$ cat src/rtl/store_buffer_if.sv
// Request/forward/drain signals of the store buffer, grouped for port use.
// master = requester plus d-cache side; slave = the store buffer itself.
interface store_buffer_if #(
  parameter int ADDR_WIDTH = 26,
  parameter int DATA_WIDTH = 32,
  parameter int DEPTH      = 4
);
  logic                    in_valid;
  logic                    in_is_store;
  logic [ADDR_WIDTH-1:0]   in_addr;
  logic [DATA_WIDTH-1:0]   in_data;
  logic                    in_ready;
  logic                    fwd_hit;
  logic [DATA_WIDTH-1:0]   fwd_data;
  logic                    wr_valid;
  logic [ADDR_WIDTH-1:0]   wr_addr;
  logic [DATA_WIDTH-1:0]   wr_data;
  logic                    wr_ready;
  logic                    empty;
  logic [$clog2(DEPTH):0]  count;

  modport master (
    output in_valid, in_is_store, in_addr, in_data, wr_ready,
    input  in_ready, fwd_hit, fwd_data, wr_valid, wr_addr, wr_data, empty, count
  );

  modport slave (
    input  in_valid, in_is_store, in_addr, in_data, wr_ready,
    output in_ready, fwd_hit, fwd_data, wr_valid, wr_addr, wr_data, empty, count
  );
endinterface

$ cat src/rtl/store_buffer.sv
// In-order store FIFO with same-cycle youngest-match load forwarding; writes leave from the head register.
// One-cycle enqueue-to-write latency; stores stall (in_ready=0) when full, head holds while !wr_ready.
module store_buffer #(
  parameter int ADDR_WIDTH = 26,
  parameter int DATA_WIDTH = 32,
  parameter int DEPTH      = 4
) (
  input logic          clk,
  input logic          rst_n,
  store_buffer_if.slave sb
);
  localparam int PW = $clog2(DEPTH);
  localparam int CW = PW + 1;

  typedef struct packed {
    logic [ADDR_WIDTH-1:0] addr;
    logic [DATA_WIDTH-1:0] data;
  } entry_t;

  entry_t          ent [DEPTH];
  logic [DEPTH-1:0] vld;
  logic [PW-1:0]   head;
  logic [PW-1:0]   tail;
  logic [CW-1:0]   cnt;

  logic            full;
  logic            enq;
  logic            deq;
  logic            fwd_hit_c;
  logic [DATA_WIDTH-1:0] fwd_data_c;
  logic [PW-1:0]   idx;

  assign full = (cnt == CW'(DEPTH));
  assign enq  = sb.in_valid && sb.in_is_store && !full;
  assign deq  = (cnt != '0) && sb.wr_ready;

  assign sb.in_ready = !full || !sb.in_is_store;
  assign sb.wr_valid = (cnt != '0);
  assign sb.wr_addr  = ent[head].addr;
  assign sb.wr_data  = ent[head].data;
  assign sb.empty    = (cnt == '0);
  assign sb.count    = cnt;
  assign sb.fwd_hit  = fwd_hit_c;
  assign sb.fwd_data = fwd_data_c;

  // Valid entries are contiguous from head, so scanning oldest-to-youngest
  // and letting later matches overwrite leaves the youngest match.
  always_comb begin
    fwd_hit_c  = 1'b0;
    fwd_data_c = '0;
    idx        = '0;
    if (sb.in_valid && !sb.in_is_store) begin
      for (int i = 0; i < DEPTH; i++) begin
        idx = head + PW'(i);
        if (vld[idx] && (ent[idx].addr == sb.in_addr)) begin
          fwd_hit_c  = 1'b1;
          fwd_data_c = ent[idx].data;
        end
      end
    end
  end

  always_ff @(posedge clk) begin
    if (enq) begin
      ent[tail] <= '{addr: sb.in_addr, data: sb.in_data};
    end
  end

  always_ff @(posedge clk) begin
    if (!rst_n) begin
      head <= '0;
      tail <= '0;
      cnt  <= '0;
      vld  <= '0;
    end else begin
      // enq and deq never target the same slot: equal pointers imply empty or full.
      if (enq) begin
        vld[tail] <= 1'b1;
        tail      <= tail + PW'(1);
      end
      if (deq) begin
        vld[head] <= 1'b0;
        head      <= head + PW'(1);
      end
      case ({enq, deq})
        2'b10:   cnt <= cnt + CW'(1);
        2'b01:   cnt <= cnt - CW'(1);
        default: cnt <= cnt;
      endcase
    end
  end
endmodule
$ cat src/flat_wrapper.sv
// flat-port wrapper written by rule: the top's interface ports become plain ports
module store_buffer_flat 
#(
  parameter int ADDR_WIDTH = 26,
  parameter int DATA_WIDTH = 32,
  parameter int DEPTH      = 4
)
  (clk, rst_n, sb_in_valid, sb_in_is_store, sb_in_addr, sb_in_data, sb_wr_ready, sb_in_ready, sb_fwd_hit, sb_fwd_data, sb_wr_valid, sb_wr_addr, sb_wr_data, sb_empty, sb_count);
  store_buffer_if #(.ADDR_WIDTH(ADDR_WIDTH), .DATA_WIDTH(DATA_WIDTH), .DEPTH(DEPTH)) sb_i ();
  input logic clk;
  input logic rst_n;
  input wire logic [$bits(sb_i.in_valid)-1:0] sb_in_valid;
  input wire logic [$bits(sb_i.in_is_store)-1:0] sb_in_is_store;
  input wire logic [$bits(sb_i.in_addr)-1:0] sb_in_addr;
  input wire logic [$bits(sb_i.in_data)-1:0] sb_in_data;
  input wire logic [$bits(sb_i.wr_ready)-1:0] sb_wr_ready;
  output wire logic [$bits(sb_i.in_ready)-1:0] sb_in_ready;
  output wire logic [$bits(sb_i.fwd_hit)-1:0] sb_fwd_hit;
  output wire logic [$bits(sb_i.fwd_data)-1:0] sb_fwd_data;
  output wire logic [$bits(sb_i.wr_valid)-1:0] sb_wr_valid;
  output wire logic [$bits(sb_i.wr_addr)-1:0] sb_wr_addr;
  output wire logic [$bits(sb_i.wr_data)-1:0] sb_wr_data;
  output wire logic [$bits(sb_i.empty)-1:0] sb_empty;
  output wire logic [$bits(sb_i.count)-1:0] sb_count;
  assign sb_i.in_valid = sb_in_valid;
  assign sb_i.in_is_store = sb_in_is_store;
  assign sb_i.in_addr = sb_in_addr;
  assign sb_i.in_data = sb_in_data;
  assign sb_i.wr_ready = sb_wr_ready;
  assign sb_in_ready = sb_i.in_ready;
  assign sb_fwd_hit = sb_i.fwd_hit;
  assign sb_fwd_data = sb_i.fwd_data;
  assign sb_wr_valid = sb_i.wr_valid;
  assign sb_wr_addr = sb_i.wr_addr;
  assign sb_wr_data = sb_i.wr_data;
  assign sb_empty = sb_i.empty;
  assign sb_count = sb_i.count;
  store_buffer #(.ADDR_WIDTH(ADDR_WIDTH), .DATA_WIDTH(DATA_WIDTH), .DEPTH(DEPTH)) u_core (.clk(clk), .rst_n(rst_n), .sb(sb_i));
endmodule
$ cat config.mk
export PLATFORM = sky130hd
export DESIGN_NAME = store_buffer_flat
export DESIGN_NICKNAME = d
export VERILOG_FILES = /design/src/rtl/store_buffer_if.sv /design/src/rtl/store_buffer.sv /design/src/flat_wrapper.sv
export SDC_FILE = /design/constraint.sdc
export NUM_CORES = 1
export LEC_CHECK = 0
export CORE_MARGIN = 5
export CORE_UTILIZATION = 40
export CTS_CLUSTER_DIAMETER = 40
export DETAILED_ROUTE_END_ITERATION = 10
export GPL_TIMING_DRIVEN = 0
export SYNTH_ARGS = -nofsm -noshare
export SYNTH_HDL_FRONTEND = slang
export SYNTH_SLANG_ARGS = --single-unit
$ cat constraint.sdc
create_clock -name clk -period 11.45 [get_ports clk]
set_clock_uncertainty 0.2 [all_clocks]
set_input_delay 1.145 -clock clk [delete_from_list [all_inputs] [get_ports clk]]
set_output_delay 1.145 -clock clk [all_outputs]
set_load 0.03 [all_outputs]
==> flow_summary.ini <==
[drt]
wl_met2_mm = 26.2
drc = 0
ant_nets = 0
wl_per_cell_um = 26.8
wl_met3_mm = 3.26
vias_per_cell = 5.97
wl_met1_mm = 21.4
top_layer_used = met5
num_vias = 11597
drt_iter0_markers = 925
totalWireLength_mm = 52.0
dr.pass1.iters = 5

[final_layout]
syn2layout_area_growth_pct = 24.6
post-route-util_pct = 50.6
nNetsFinal = 1464
layout-drive-gt1-share_pct = 21.6

[synthesis]
synth_compound_area_share_pct = 11.5
synthAdderAreaFrac_pct = 0.842
syn-instance-count = 1184
syn_nets = 1257
synthMuxAreaShare_pct = 27.5
netlist_area_um2 = 15700
yosysUniqueCellTypes = 59
synth_top_area_share_pct = 44.2
synth_top_family_by_area = multiplexers
synth_top_cell_by_area = edfxtp_1
yosysSeqAreaShare_pct = 45.9
ys_seq_elements = 245
async_flop_share_pct = 0
avgSynthCellArea_um2 = 13.3
synth.top_cells.by_count = edfxtp_1 (232), mux2i_1 (126), mux4_2 (118), nand2_1 (115), o21ai_0 (76)
synth_warnings = 0
synth-xor-area-share_pct = 5.06
ys.flop_type = edfxtp_1
synth-simple-area-share_pct = 5.47
synth_edf_count = 232
synth_area_leaders = edfxtp_1 (44%), mux4_2 (17%), mux2i_1 (8.0%)
synth.most_common_cell = edfxtp_1

[timing]
rsz0062_at_grt = no
min_period_ns = 9.54
drv_slew = 0
slew_headroom_pct = 31.4
final_hold_viol_count = 0
fin_crit_sh_pct = 83.3
fin_tns_setup_ns = 0
worst_slew_pin_slew_ns = 1.03
setup_viol = 0
fmax_mhz = 105

[setup_path]
rrSetupSlack_ns = 5.83
path_delay_family = buffers and inverters
reg2reg_from = u_core.head[1]$_SDFFE_PN0P_
slowest_delay_ns = 0.83
endpoint_kind = output pin
critical_path_class = reg2out
worstPathMaxFanout = 10
crit_top_cell = buf_2
start_kind = flop
path_cells = buf_4 > clkbuf_1 > inv_1 > ha_1 > buf_2 > buf_2 > buf_2 > clkbuf_1 > o2111ai_1 > a2111oi_0 > o2111ai_1 > nor2_2 > buf_2 > a221oi_2 > a21oi_1 > clkdlybuf4s50_1
cp.required_ns = 10.11
cp_slowest_cell = a2111oi_0
path_buf_inv = 9
critPathArrivalTime_ns = 8.19
crit_start = u_core.head[1]$_SDFFE_PN0P_
r2r-end = u_core.head[1]$_SDFFE_PN0P_
ff2ff_path_depth = 12

[floorplan]
num_rows = 72
die_area_um2 = 43400
start_util_pct = 40.6
io_pins = 160
chipWidth_um = 208
die_h_um = 208
coreArea_um2 = 38800

[place]
gp_congestion = 0.932
io_buffers = 159
dpl.hpwl_mm = 37.2

[global_routing]
grt_start_max_net_pins = 53
grtUsageTotal_pct = 23.3
first_global_vias = 11932
grt_pass1_wl_mm = 77.0
antenna_found_initial = 2
grt_overflow = 0

[clock_network]
cts_tree = done
hold_buffers = 0
numClockSinks = 245
clk_latency_ns = 0.56
cts_resized = 0
post_cts_buffers = 0
clkTransAtPathRegs_ns = 0.06
root_buffer = clkbuf_16
cts_made_buffers = 42
clockBufferDepth = 3
h-tree-depth = 2

[hold_path]
worstHoldStart = u_core.sb.count[2]$_SDFFE_PN0P_
hold_end = u_core.sb.count[2]$_SDFFE_PN0P_
hold_path.class = reg2reg
hold_path_depth = 2

[run_status]
status = finished clean

[power]
p_leak_nw = 6.17
switching_power_mw = 1.69
intPower_mw = 2.71
ir_drop_mv = 0.142
combinationalPowerShare_pct = 45.7
seq_power_share_pct = 23.9
p_clk_share_pct = 30.4
power_switching_share_pct = 38.4
power_density_nw_per_um2 = 224

[flow_run]
cap_violations = 0
## how the worst max path moves through the flow
stage	depth (start not counted)	endpoint	slack, ns
2_1_floorplan	18	sb_fwd_data[30]	5.74
3_3_place_gp	16	sb_fwd_data[30]	2.78
3_5_place_dp	16	sb_fwd_data[30]	2.72
4_1_cts	16	sb_fwd_data[30]	2.08
5_1_grt	16	sb_fwd_data[28]	1.76
6_report	16	sb_fwd_data[28]	1.91
## placed cells by master (no fill, tap or decap), types with 8 or more instances in the layout
| cell type | count |
|---|---|
| edfxtp_1 | 232 |
| clkdlybuf4s50_1 | 159 |
| mux2i_1 | 126 |
| mux4_2 | 118 |
| nand2_1 | 115 |
| o21ai_0 | 76 |
| xnor2_1 | 59 |
| clkbuf_1 | 49 |
| a21oi_1 | 44 |
| clkbuf_16 | 43 |
| mux2_2 | 34 |
| a21o_1 | 32 |
| xor2_1 | 32 |
| a221oi_2 | 29 |
| buf_1 | 21 |
| buf_2 | 19 |
| inv_1 | 18 |
| dfxtp_1 | 13 |
| buf_4 | 12 |
| nand4_1 | 12 |
| nor2_1 | 11 |
| o22ai_1 | 10 |
| ha_1 | 9 |
| nor4_1 | 8 |
| inv_6 | 8 |
## power by group through the flow
stage	combinational [mW]	sequential, mW	clock (mW)
2_1_floorplan	1.35	1.07	0
3_3_place_gp	1.99	1.07	0
3_5_place_dp	2.01	1.07	0
4_1_cts	2.01	1.05	1.36
5_1_grt	2.12	1.06	1.40
6_report	2.01	1.05	1.34
## stage by stage
stage	hold WS [ns]	worst slack [ns]	power (mW)	std cells	area, um2
after floorplan	0.308	5.74	2.42	1184	15700
after global placement	0.340	2.78	3.06	1861	18000
after detailed placement	0.342	2.72	3.08	1865	18100
after CTS	0.350	2.08	4.43	1942	19600
after global routing	0.395	1.76	4.58	1942	19600
final	0.347	1.91	4.41	1943	19600
## sequential cells by signal (all words and copies together), names as in the netlist, named ones only
name	cells
u_core.tail	2
u_core.vld	4
u_core.sb.count	3
u_core.ent	232
u_core.head	2
## cell type report
class	count	area [um2]
fillers	3384	19200
multi-input cells	812	7930
flip-flops and latches	245	7230
repair buffers	163	1700
clock buffers	43	1080
well taps	518	648
plain buffers	108	527
clock inverters	34	442
inverters	19	71.3
diodes	1	2.50
## worst register-to-register path, stage by stage (launching register included)
cell and delay, ns:
dfxtp_1 0.37, buf_4 0.20, clkbuf_1 0.78, inv_1 0.46
ha_1 0.41, buf_2 0.38, buf_2 0.47, buf_2 0.44
clkbuf_1 0.62, clkbuf_1 0.40, clkbuf_1 0.46, a21oi_1 0.14
nor2b_1 0.20
## metal layers
metal | track usage, % | vias up
met2 | 40.3 | 478
met3 | 4.29 | 81
met4 | 6.46 | 4
met5 | 0 | -
li1 | - | 5145
met1 | 30.0 | 5889
## cell families after synthesis
logic type | Yosys count
AO/OA/AOI/OAI | 246
XOR/XNOR | 91
adder cells (fa/ha/maj) | 10
buffers and inverters | 127
flip-flops | 245
multiplexers | 280
AND/OR/NAND/NOR | 185
Note: power is estimated with default switching activity, not from simulation.
